<file path="src/rtl/beat_sequencer_pkg.sv">
// Shared sequencer definitions: FSM state encoding and default note codes.
package seq_pkg;

  typedef enum logic [2:0] {
    ST_IDLE      = 3'd0,
    ST_FETCH     = 3'd1,
    ST_WAIT_DATA = 3'd2,
    ST_PRESENT   = 3'd3,
    ST_WAIT_BEAT = 3'd4
  } seq_state_t;

  // The tone generator mutes on REST_CODE; the sequencer forwards it like any note.
  localparam logic [7:0] REST_CODE_DEF = 8'h00;
  localparam logic [7:0] END_CODE_DEF  = 8'hFF;

endpackage

</file>
<file path="src/rtl/beat_sequencer_edge_detect.sv">
// Rising-edge detector for the prescaler beat level; tick is one cycle per beat.
module beat_edge_detect (
  input  logic clk_i,
  input  logic rst_i,
  input  logic beat_i,
  output logic tick_o
);

  logic beat_q;

  always_ff @(posedge clk_i) begin
    if (rst_i) beat_q <= 1'b0;
    else       beat_q <= beat_i;
  end

  assign tick_o = beat_i & ~beat_q;

endmodule

</file>
<file path="src/rtl/beat_sequencer.sv">
// Steps through note memory one entry per beat and hands each note to the tone
// generator over valid/ready; handles stop, looping, end marker and lost beats.
//
// state        | meaning
// IDLE         | stopped, waiting for play
// FETCH        | mem_addr driven, memory read in flight
// WAIT_DATA    | mem_data valid, decode note / end of song
// PRESENT      | note_out offered, waiting for note_ready
// WAIT_BEAT    | note accepted, waiting for next beat tick
module beat_sequencer
  import seq_pkg::*;
#(
  parameter int ADDR_W = 8,
  parameter int NOTE_W = 8,
  parameter logic [NOTE_W-1:0] END_CODE = NOTE_W'(END_CODE_DEF)
) (
  input  logic              CLK,
  input  logic              RST,
  input  logic              beat_in,
  input  logic              play,
  input  logic              stop,
  input  logic              loop_en,
  output logic [ADDR_W-1:0] mem_addr,
  input  logic [NOTE_W-1:0] mem_data,
  output logic [NOTE_W-1:0] note_out,
  output logic              note_valid,
  input  logic              note_ready,
  output logic              playing,
  output logic              done,
  output logic              beat_overrun
);

  seq_state_t        state_q, state_d;
  logic [ADDR_W-1:0] addr_q, addr_d;
  logic [NOTE_W-1:0] note_q, note_d;
  logic              valid_q, valid_d;
  logic              done_q, done_d;
  logic              overrun_q, overrun_d;
  logic              pending_q, pending_d;
  logic              tick;
  logic              song_end;

  beat_edge_detect u_edge (
    .clk_i  (CLK),
    .rst_i  (RST),
    .beat_i (beat_in),
    .tick_o (tick)
  );

  // Last address is treated as an implicit end marker so the counter never wraps.
  assign song_end = (mem_data == END_CODE) || (addr_q == {ADDR_W{1'b1}});

  always_comb begin
    state_d   = state_q;
    addr_d    = addr_q;
    note_d    = note_q;
    valid_d   = valid_q;
    done_d    = 1'b0;
    overrun_d = overrun_q;
    pending_d = pending_q;

    if (tick && pending_q && state_q != ST_IDLE) overrun_d = 1'b1;

    case (state_q)
      ST_IDLE: begin
        if (play) begin
          addr_d    = '0;
          overrun_d = 1'b0;
          pending_d = 1'b0;
          state_d   = ST_FETCH;
        end
      end
      ST_FETCH: begin
        if (tick) pending_d = 1'b1;
        state_d = ST_WAIT_DATA;
      end
      ST_WAIT_DATA: begin
        if (tick) pending_d = 1'b1;
        if (song_end) begin
          if (loop_en) begin
            addr_d  = '0;
            state_d = ST_FETCH;
          end else begin
            done_d    = 1'b1;
            pending_d = 1'b0;
            state_d   = ST_IDLE;
          end
        end else begin
          note_d  = mem_data;
          valid_d = 1'b1;
          state_d = ST_PRESENT;
        end
      end
      ST_PRESENT: begin
        if (tick) pending_d = 1'b1;
        if (valid_q && note_ready) begin
          valid_d = 1'b0;
          state_d = ST_WAIT_BEAT;
        end
      end
      ST_WAIT_BEAT: begin
        if (tick || pending_q) begin
          addr_d    = addr_q + ADDR_W'(1);
          pending_d = 1'b0;
          state_d   = ST_FETCH;
        end
      end
      default: state_d = ST_IDLE;
    endcase

    // stop overrides everything, including a simultaneous play.
    if (stop) begin
      state_d   = ST_IDLE;
      addr_d    = addr_q;
      note_d    = note_q;
      valid_d   = 1'b0;
      done_d    = 1'b0;
      pending_d = 1'b0;
      overrun_d = overrun_q | (tick & pending_q & (state_q != ST_IDLE));
    end
  end

  always_ff @(posedge CLK) begin
    if (RST) begin
      state_q   <= ST_IDLE;
      addr_q    <= '0;
      note_q    <= '0;
      valid_q   <= 1'b0;
      done_q    <= 1'b0;
      overrun_q <= 1'b0;
      pending_q <= 1'b0;
    end else begin
      state_q   <= state_d;
      addr_q    <= addr_d;
      note_q    <= note_d;
      valid_q   <= valid_d;
      done_q    <= done_d;
      overrun_q <= overrun_d;
      pending_q <= pending_d;
    end
  end

  assign mem_addr     = addr_q;
  assign note_out     = note_q;
  assign note_valid   = valid_q;
  assign done         = done_q;
  assign beat_overrun = overrun_q;
  assign playing      = (state_q != ST_IDLE);

endmodule

</file>
<file path="config.mk">
export PLATFORM = sky130hd
export DESIGN_NAME = beat_sequencer
export DESIGN_NICKNAME = d
export VERILOG_FILES = /design/src/rtl/beat_sequencer_pkg.sv /design/src/rtl/beat_sequencer_edge_detect.sv /design/src/rtl/beat_sequencer.sv
export SDC_FILE = /design/constraint.sdc
export NUM_CORES = 1
export LEC_CHECK = 0
export CAP_MARGIN = 40
export CORE_UTILIZATION = 30
export CTS_CLUSTER_SIZE = 28
export DETAILED_ROUTE_END_ITERATION = 6
export GPL_TIMING_DRIVEN = 0
export SLEW_MARGIN = 10
export SYNTH_ARGS = -nofsm -noshare
export SYNTH_HDL_FRONTEND = slang
export SYNTH_SLANG_ARGS = --single-unit
</file>
<file path="constraint.sdc">
create_clock -name CLK -period 2.1 [get_ports CLK]
set_input_delay 0.21 -clock CLK [delete_from_list [all_inputs] [get_ports CLK]]
set_output_delay 0.21 -clock CLK [all_outputs]
set_load 0.02 [all_outputs]
</file>
==> results.py <==
metrics = {
    "global_routing": {
        "antenna_found_initial": 0,
        "globalRoute.totalOverflow": 0,
        "grt_pass1_vias": 1088,
        "grt_pass1_wl_mm": 4.788,
        "grt_use_total": 0.1480,
        "grt_max_degree": 13,
    },
    "power": {
        "p_int_mw": 0.6263,
        "totalPowerFinal_mw": 0.8103,
        "sw_frac_of_total": 0.2271,
        "cellLeakagePower_nw": 0.5375,
        "peakVddDrop_v": 0.0002375,
        "p_comb_frac": 0.100,
        "power.net_switching_mw": 0.1840,
        "power_density_nw_per_um2": 511.1,
        "seqPwrFrac": 0.569,
        "p_clk_frac": 0.331,
    },
    "finish": {
        "nNetsFinal": 187,
        "final_core_util": 0.4330,
        "final_common_cell": "clkdlybuf4s50_1",
        "drive_above_1_share": 0.07101,
        "area_growth_pct": 39.38,
        "antenna_cells": 0,
        "final_cell_mix": "clkdlybuf4s50_1 (33), dfxtp_1 (24), nor2_1 (19)",
    },
    "place": {
        "post-dp-hpwl_mm": 2.103,
        "io_buffers": 33,
        "gp_congestion": 0.8123,
        "place_ws_ns": -0.1528,
    },
    "floorplan": {
        "die_w_microns": 63.57,
        "core_area_sq_um": 3661,
        "die_y_microns": 63.57,
        "start_util": 0.3107,
        "ioPinCount": 35,
        "dieArea_sq_um": 4041,
        "rows": 22,
    },
    "drt": {
        "finalWirelength_mm": 2.766,
        "viasPerCell": 5.147,
        "detail_route.wl_per_cell_microns": 12.75,
        "drt_iter0_markers": 36,
        "antenna_left": 0,
        "num_vias": 1117,
        "drt_pass1_iterations": 4,
        "drc_errors": 0,
    },
    "critical_path": {
        "startpoint_type": "flip-flop",
        "cp_max_fo": 10,
        "crit_start": "state_q[2]",
        "reg2reg_setup_slack_ns": 0.17,
        "worstPathArrival_ns": 1.82,
        "endpoint_kind": "primary output",
        "reg2reg_from": "mem_addr[0]",
        "required_ns": 1.89,
        "worst-setup-path-type": "reg -> out",
    },
    "outcome": {
        "status": "complete, no violations",
    },
    "clock_tree": {
        "cts_made_buffers": 3,
        "clock-sinks": 24,
        "cts.path.max_buffers": 2,
        "htree_levels": 1,
        "path_clk_slew_ns": 0.08,
        "cts_root_buf": "clkbuf_8",
        "cts_tree": "done",
        "clk_latency_ns": 0.26,
        "ctsHoldBuffers": 0,
    },
    "synth": {
        "yosysTopAreaCellShare": 0.4224,
        "syn_nets": 149,
        "yosys-top-cells-area": "dfxtp_1 (42%), mux2i_1 (7.9%), nor2_1 (6.6%)",
        "synth.yosys.warnings": 0,
        "synth_area_sq_um": 1137,
        "syn_inst": 133,
        "seq_area_frac_synth": 0.4224,
        "synth_area_leader_cell": "dfxtp_1",
        "synth.distinct_cells": 35,
        "avgSynthCellArea_sq_um": 8.551,
        "synth-seq-cells": 24,
    },
    "sta": {
        "hold_viol_final": 0,
        "setup_ws_ns": 0.07078,
        "finalCritPeriodShare": 0.9663,
        "fin_skew_ns": 0.002683,
        "rsz0062_at_grt": "false",
        "tightest_slew_ns": 0.6883,
        "finalSetupViolCount": 0,
        "post-route-min-period_ns": 2.029,
        "fmax_mhz": 492.8,
        "drv_slew": 0,
        "relSlewSlack": 0.5377,
    },
    "run": {
        "maxCapViolCount": 0,
    },
    "hold_path": {
        "worstHoldStart": "RST",
        "hp-class": "in -> reg",
    },
}
[logic make-up after synthesis]
group / Yosys count / share of synthesized area
buffers and inverters: 9 / 0.02970
AND/OR/NAND/NOR: 60 / 0.2849
multiplexers: 9 / 0.07921
adder cells (fa/ha/maj): 1 / 0.01100
AO/OA/AOI/OAI: 30 / 0.1727
flip-flops: 24 / 0.4224
[area by class of cell]
type	instances	area, sq um
plain buffers	6	25.02
clock buffers	3	41.29
repair buffers	33	330.3
inverters	3	11.26
fillers	381	2076
multi-input cells	100	636.9
flip-flops and latches	24	480.5
well taps	48	60.06
[critical path: stages, from the launching register on]
cell             delay (ns)
dfxtp_1                0.36
clkbuf_2               0.20
or3_1                  0.44
clkdlybuf4s50_1        0.56
[power by group through the flow]
| stage | sequential [mW] | combinational (mW) | clock, mW |
|---|---|---|---|
| floorplan | 0.472 | 0.0361 | 0 |
| global placement | 0.471 | 0.0793 | 0 |
| detailed placement | 0.471 | 0.0807 | 0 |
| CTS | 0.461 | 0.0809 | 0.279 |
| global route | 0.461 | 0.0886 | 0.300 |
| finish | 0.461 | 0.0812 | 0.268 |
[worst paths after layout]
check | cells after the start | endpoint
setup reg to reg | 6 | mem_addr[1]
hold reg to reg | 2 | beat_overrun
hold / removal | 2 | u_edge.beat_q
setup / recovery | 3 | playing
[through the flow]
| stage | cells | instance area (sq um) | hold WS, ns | setup TNS [ns] |
|---|---|---|---|---|
| 2_1_floorplan | 133 | 1137 | 0.3382 | 0 |
| 4_1_cts | 217 | 1574 | 0.3407 | 0 |
| 3_3_place_gp | 214 | 1528 | 0.4571 | -0.1526 |
| 6_report | 217 | 1585 | 0.3416 | 0 |
| 3_5_place_dp | 214 | 1528 | 0.4687 | -0.4654 |
| 5_1_grt | 217 | 1585 | 0.3583 | 0 |
[routing by layer]
layer | share of wire | vias up | track usage
met5 | 0 | - | 0
met4 | 0.0080 | 0 | 0.05114
met3 | 0.059 | 4 | 0.03623
met2 | 0.47 | 30 | 0.2540
met1 | 0.46 | 516 | 0.1772
li1 | - | 567 | -
[synth_stat cells]
cell / number
a2111oi_0: 1
a211o_1: 1
a211oi_1: 2
a21oi_1: 12
a311oi_1: 1
and2b_1: 2
and3_1: 2
clkbuf_1: 6
dfxtp_1: 24
ha_1: 1
inv_1: 2
inv_2: 1
mux2i_1: 9
nand2_1: 6
nand2b_1: 1
nand3_1: 7
nand4_1: 3
nor2_1: 20
nor2b_1: 2
nor3_1: 5
nor3b_1: 1
nor4_1: 1
nor4_4: 1
o2111ai_1: 1
o21ai_0: 1
o21ai_1: 2
o21ba_2: 1
o21bai_1: 1
o221ai_1: 1
o31ai_1: 6
or2_2: 2
or3_1: 3
or3b_1: 2
or4_1: 1
or4b_1: 1
[state kept, by name, summed over array words and instances, names as in the netlist]
register       count
done               1
beat_overrun       1
note_valid         1
pending_q          1
note_out           8
u_edge.beat_q      1
mem_addr           8
state_q            3
[repair_timing]
action,4_1_cts,5_1_grt
endpoints found under the setup margin,6,6
cloned,0,0
buffers inserted,0,0
resized for setup,1,6
Power figures use the tool's default switching activity.
